--- config.mk ---
export PLATFORM = sky130hd
export DESIGN_NAME = umai_tx_striper
export DESIGN_NICKNAME = d
export VERILOG_FILES = /design/src/rtl/umai_tx_striper.sv
export SDC_FILE = /design/constraint.sdc
export NUM_CORES = 2
export LEC_CHECK = 0
export ABC_AREA = 0
export CAP_MARGIN = 20
export CELL_PAD_IN_SITES_DETAIL_PLACEMENT = 0
export CELL_PAD_IN_SITES_GLOBAL_PLACEMENT = 1
export CORE_AREA = 2 2 438 440
export DETAILED_ROUTE_END_ITERATION = 10
export DIE_AREA = 0 0 440 442
export PLACE_DENSITY_LB_ADDON = 0.1
export SLEW_MARGIN = 15
export SYNTH_ARGS = -nofsm -noshare
export SYNTH_HDL_FRONTEND = slang
export SYNTH_SLANG_ARGS = --single-unit
--- constraint.sdc ---
create_clock -name i_clk -period 6.5 [get_ports i_clk]
set_input_delay 0.65 -clock i_clk [delete_from_list [all_inputs] [get_ports i_clk]]
set_output_delay 0.65 -clock i_clk [all_outputs]
set_load 0.05 [all_outputs]
--- src/rtl/umai_tx_striper.sv ---
`default_nettype none
// ============================================================================
// Module   : umai_tx_striper
// Brief    : Splits UMAI beats into 72-bit flits striped round-robin over AIB
//            channels, one flit per cycle through a single-beat holding reg.
// Revision : 1.0 - initial release
// ============================================================================
module umai_tx_striper #(
  parameter  int NumChannels = 8,
  parameter  int DataWidth   = 512,
  localparam int NumChunks   = DataWidth / 64
) (
  input  logic                     i_clk,
  input  logic                     i_rst_n,
  input  logic [2:0]               c_first_chn_id,
  input  logic [2:0]               c_last_chn_id,
  input  logic                     i_valid,
  output logic                     o_ready,
  input  logic [DataWidth-1:0]     i_data,
  input  logic                     i_last,
  output logic [NumChannels-1:0]   o_tx_valid,
  input  logic [NumChannels-1:0]   i_tx_ready,
  output logic [NumChannels*72-1:0] o_tx_data,
  output logic [15:0]              o_beat_cnt
);

  localparam logic [3:0] LAST_CHUNK = 4'(NumChunks - 1);

  typedef enum logic [0:0] {
    IDLE = 1'b0,
    SEND = 1'b1
  } state_t;

  state_t               r_state;
  state_t               w_state_nxt;
  logic [DataWidth-1:0] r_data;
  logic                 r_last;
  logic [3:0]           r_k;
  logic [2:0]           r_ptr;
  logic [15:0]          r_beat_cnt;

  logic                 w_cur_ready;
  logic                 w_last_chunk;
  logic                 w_hs;
  logic                 w_accept;
  logic [2:0]           w_ptr_adv;
  logic [2:0]           w_ptr_nxt;
  logic [63:0]          w_chunk;
  logic [71:0]          w_flit;

  // An inverted window (first > last) collapses to the single channel 'first'.
  function automatic logic f_in_range(input logic [2:0] p, input logic [2:0] f,
                                      input logic [2:0] l);
    return (f > l) ? (p == f) : ((p >= f) && (p <= l));
  endfunction

  always_comb begin
    w_cur_ready = 1'b0;
    for (int ch = 0; ch < NumChannels; ch++) begin
      if (r_ptr == 3'(ch)) w_cur_ready = i_tx_ready[ch];
    end
  end

  assign w_last_chunk = (r_k == LAST_CHUNK);
  assign w_hs         = (r_state == SEND) && w_cur_ready;
  assign o_ready      = (r_state == IDLE) || (w_last_chunk && w_hs);
  assign w_accept     = i_valid && o_ready;
  assign o_beat_cnt   = r_beat_cnt;

  always_comb begin
    w_ptr_adv = r_ptr;
    if (w_hs) begin
      if ((c_first_chn_id > c_last_chn_id) || (r_ptr == c_last_chn_id)) begin
        w_ptr_adv = c_first_chn_id;
      end else begin
        w_ptr_adv = r_ptr + 3'd1;
      end
    end
    // Range check uses the post-advance pointer so back-to-back beats stay in order.
    w_ptr_nxt = w_ptr_adv;
    if (w_accept && !f_in_range(w_ptr_adv, c_first_chn_id, c_last_chn_id)) begin
      w_ptr_nxt = c_first_chn_id;
    end
  end

  always_ff @(posedge i_clk or negedge i_rst_n) begin
    if (!i_rst_n) r_state <= IDLE;
    else          r_state <= w_state_nxt;
  end

  always_comb begin
    w_state_nxt = r_state;
    case (r_state)
      IDLE:    if (w_accept) w_state_nxt = SEND;
      SEND:    if (w_hs && w_last_chunk && !w_accept) w_state_nxt = IDLE;
      default: w_state_nxt = IDLE;
    endcase
  end

  always_ff @(posedge i_clk or negedge i_rst_n) begin
    if (!i_rst_n) begin
      r_data     <= '0;
      r_last     <= 1'b0;
      r_k        <= 4'd0;
      r_ptr      <= 3'd0;
      r_beat_cnt <= 16'd0;
    end else begin
      r_ptr <= w_ptr_nxt;
      if (w_accept) begin
        r_data     <= i_data;
        r_last     <= i_last;
        r_k        <= 4'd0;
        r_beat_cnt <= r_beat_cnt + 16'd1;
      end else if (w_hs) begin
        r_k <= r_k + 4'd1;
      end
    end
  end

  always_comb begin
    w_chunk = '0;
    for (int c = 0; c < NumChunks; c++) begin
      if (r_k == 4'(c)) w_chunk = r_data[c*64 +: 64];
    end
  end

  assign w_flit = {2'b01, r_last && w_last_chunk, w_last_chunk, r_k, w_chunk};

  always_comb begin
    o_tx_valid = '0;
    o_tx_data  = '0;
    for (int ch = 0; ch < NumChannels; ch++) begin
      if ((r_state == SEND) && (r_ptr == 3'(ch))) begin
        o_tx_valid[ch]          = 1'b1;
        o_tx_data[ch*72 +: 72]  = w_flit;
      end
    end
  end

endmodule
`default_nettype wire

==> summary.md <==
| Metric | Value |
|---|---|
| Status | finished, final reports clean |
| Die W | 440 um |
| Total gr overflow | 0 |
| Top Ports | 1131 |
| Worst reg2reg setup slack | 1.72 ns |
| CTS resizes | 0 |
| CTS Buf Count | 76 |
| Least-Margin Pin Slew | 1.12 ns |
| Syn Area/Cell | 7.53 um2 |
| Clock tree from TritonCTS | built |
| Site Rows | 160 |
| Root buffer cell | clkbuf_16 |
| GRT Overall Usage | 18.3% |
| Placer Congestion | 0.784 |
| P_int | 11200 uW |
| Worst Hold End | o_beat_cnt[15]$_DFFE_PN0P_ |
| Max IR drop VDD | 0.000188 V |
| DRT iter0 DRCs | 1829 |
| Clock Path Buffers | 3 |
| Maxcap violations | 0 |
| Die area | 0.194 mm2 |
| Detail Placement HPWL | 135000 um |
| Starting Density | 14.4% |
| Antenna-violating nets left | 0 |
| Worst-path maximum fanout | 24 |
| CP Launch Type | flop |
| Hold Slack | 0.470 ns |
| Sink Count | 537 |
| Crit path time final | 5.72 ns |
| Area leader, netlist | dfrtp_1 |
| DRT Pass-1 Iters | 5 |
| CP required | 5.85 ns |
| Flop pwr share | 24.5% |
| Critical Path Start | r_k[0]$_DFFE_PN0P_ |
| Die height | 442 um |
| Static leakage | 0.0194 uW |
| Worst-path cell chain | clkinv_1, ha_1, and2_4, buf_4, a221oi_1, o21ai_0, a21oi_1, nor2_1, clkdlybuf4s50_1 |
| Net Sw Frac | 52.0% |
| Final Util | 23.3% |
| Sw Pwr | 12200 uW |
| Avg Vias per Cell | 4.01 |
| Part of the cycle the worst path needs | 88.0% |
| Total core area | 0.190 mm2 |
| Most frequent cell after synthesis | nand2_1 |
| Largest net degree at the start of global routing | 145 |
| Hold depth | 1 |
| Post-route setup slack | 0.782 ns |
| Vias in the first global route | 29300 |
| Routed wire per std cell | 25.3 um |
| CP Class | flop to primary output |
| P&R area growth vs syn | 61.9% |
| Arrival time of the worst setup path | 5.07 ns |
| Yosys warns | 0 |
| Synth top area share | 49.3% |
| Post-route cell area | 0.0441 mm2 |
| Clk_skew | 0.0238 ns |
| Slowest stage cell, crit path | clkdlybuf4s50_1 |
| RSZ-0062 raised after global routing | false |
| Pwr Density | 531 mW/mm2 |
| Hold WC Path Type | flop to flop |
| # setup viols final | 0 |
| Max-slew violations | 0 |
| Post-Syn Area | 0.0273 mm2 |
| Share of layout cells above drive strength 1 | 5.34% |
| Yosys reg bits | 537 |
| Worst reg2reg path depth | 14 |
| H-tree Lvls | 3 |
| Routed Wire Length | 183000 um |
| Comb pwr share | 57.1% |
| Crit. End Element | primary output |
| Slew HR | 24.7% |
| CP max stage delay | 0.84 ns |
| Post-Place Setup Slack | 1.22 ns |
| Via count | 29000 |
| Sequential share of the synthesized area | 49.3% |
| Post-route DRC | 0 |
| Final Hold Fails | 0 |
| Ys flop type | dfrtp_1 |
| Synth cell types | 50 |
| Start point of the worst hold path | o_beat_cnt[15]$_DFFE_PN0P_ |
| Worst r2r src | r_ptr[0]$_DFF_PN0_ |
| Ys async rst share | 100% |
| DP Area | 0.0415 mm2 |
| Clock Latency Late Sink | 0.68 ns |
| Reg2reg end | r_ptr[0]$_DFF_PN0_ |
| Synth Instances | 3619 |
| IO buf count | 1122 |
| Setup TNS Final | 0 ns |
| Clock slew at reported path FFs | 0.06 ns |
| Post-synth top cells | nand2_1, nor2_1, dfrtp_1 |
| Synth top area cells | dfrtp_1, nand2_1, nor2_1, a22o_1, a21oi_1 |
| Clock power share | 18.4% |
| Post-synth EDFFs | 0 |
| Nets@finish | 5195 |
| Maximum clock frequency | 175 MHz |
| First-pass GRT wire length | 251000 um |
| Initial antenna violation count | 86 |
==> worst max-delay path by stage <==
stage | endpoint | slack, ns | cells after the start
final | o_tx_data[293] | 0.78 | 9
after global routing | o_tx_data[511] | 0.29 | 11
after CTS | o_tx_data[151] | 0.47 | 11
after detailed placement | o_tx_data[151] | 1.22 | 11
after global placement | o_tx_data[396] | 0.90 | 10
after floorplan | r_ptr[0]$_DFF_PN0_ | 2.84 | 15
==> sequential cells by signal (all words and copies together), names as in the netlist <==
register,cells
r_ptr,3
o_beat_cnt,16
r_state,1
r_last,1
r_k,4
r_data,512
==> power groups by stage <==
stage                     clock, uW  sequential (uW)  combinational, uW
final                          4320             5750              13400
after global routing           4620             5930              14400
after CTS                      4510             5750              13700
after detailed placement          0             5790              13700
after global placement            0             5820              13600
after floorplan                   0             5460               7530
==> cells in the final DEF (no fill, tap or decap), types with 4 or more instances in the layout <==
cell type,count
a21oi_1,116
a21oi_2,15
a221oi_1,59
a22o_1,123
a22oi_1,10
a31oi_1,5
and2_1,8
and2_4,4
and3_1,18
buf_12,17
buf_4,83
clkbuf_1,22
clkbuf_16,79
clkbuf_8,21
clkdlybuf4s50_1,1120
conb_1,8
dfrtp_1,537
diode_2,24
ha_1,19
inv_1,21
nand2_1,1553
nand2_4,6
nand3_1,10
nand3b_1,6
nand4_1,5
nor2_1,620
nor2b_1,6
nor3_1,6
o211ai_1,6
o21a_1,60
o21ai_0,61
o22ai_1,6
xnor2_1,11
xor2_1,10
==> cell families (layout without fill, tap and decap cells) <==
family                   Yosys count  count (layout)  share of synthesized area, %
XOR/XNOR                          21              21                         0.675
adder cells (fa/ha/maj)           20              20                         0.918
AND/OR/NAND/NOR                 2255            2255                          31.7
buffers and inverters            304            1377                          4.99
flip-flops                       537             537                          49.3
AO/OA/AOI/OAI                    481             481                          12.4
other                              1              32                        0.0138
==> final cells by class <==
class,count,area [um2]
clock inverters,10,165
inverters,23,86.3
clock buffers,122,2350
repair buffers,1222,12200
multi-input cells,2785,12700
well taps,2511,3140
flip-flops and latches,537,13400
fillers,21100,145000
diodes,24,60.1
==> worst max-delay path: cells and delay by family (launching register included) <==
family | cells | cell delay [ns]
and+or+nand+nor | 2 | 0.77
buffers and inverters | 3 | 1.46
DFF | 1 | 0.46
AOI/OAI and AO/OA | 3 | 1.31
adders and majority gates | 1 | 0.38
==> timing repair <==
action / in CTS / in global routing
hold endpoints to repair: 2 / 0
setup buffers: 0 / 0
endpoints found under the setup margin: 0 / 0
hold buffers: 1 / 0
==> per-stage QoR <==
step,total power (uW),cells
2_1_floorplan,13000,3626
5_1_grt,25000,7230
6_report,23500,7234
4_1_cts,24000,7210
3_5_place_dp,19400,7077
3_3_place_gp,19400,7071
==> metal layers <==
layer	share of wire [%]	GRT usage (%)	routed length (um)
met5	0.040	0	73
met4	2.1	4.32	3880
met3	3.8	2.62	6980
met2	50	31.8	90800
met1	45	23.8	81600
(Power assumes the default switching activity.)
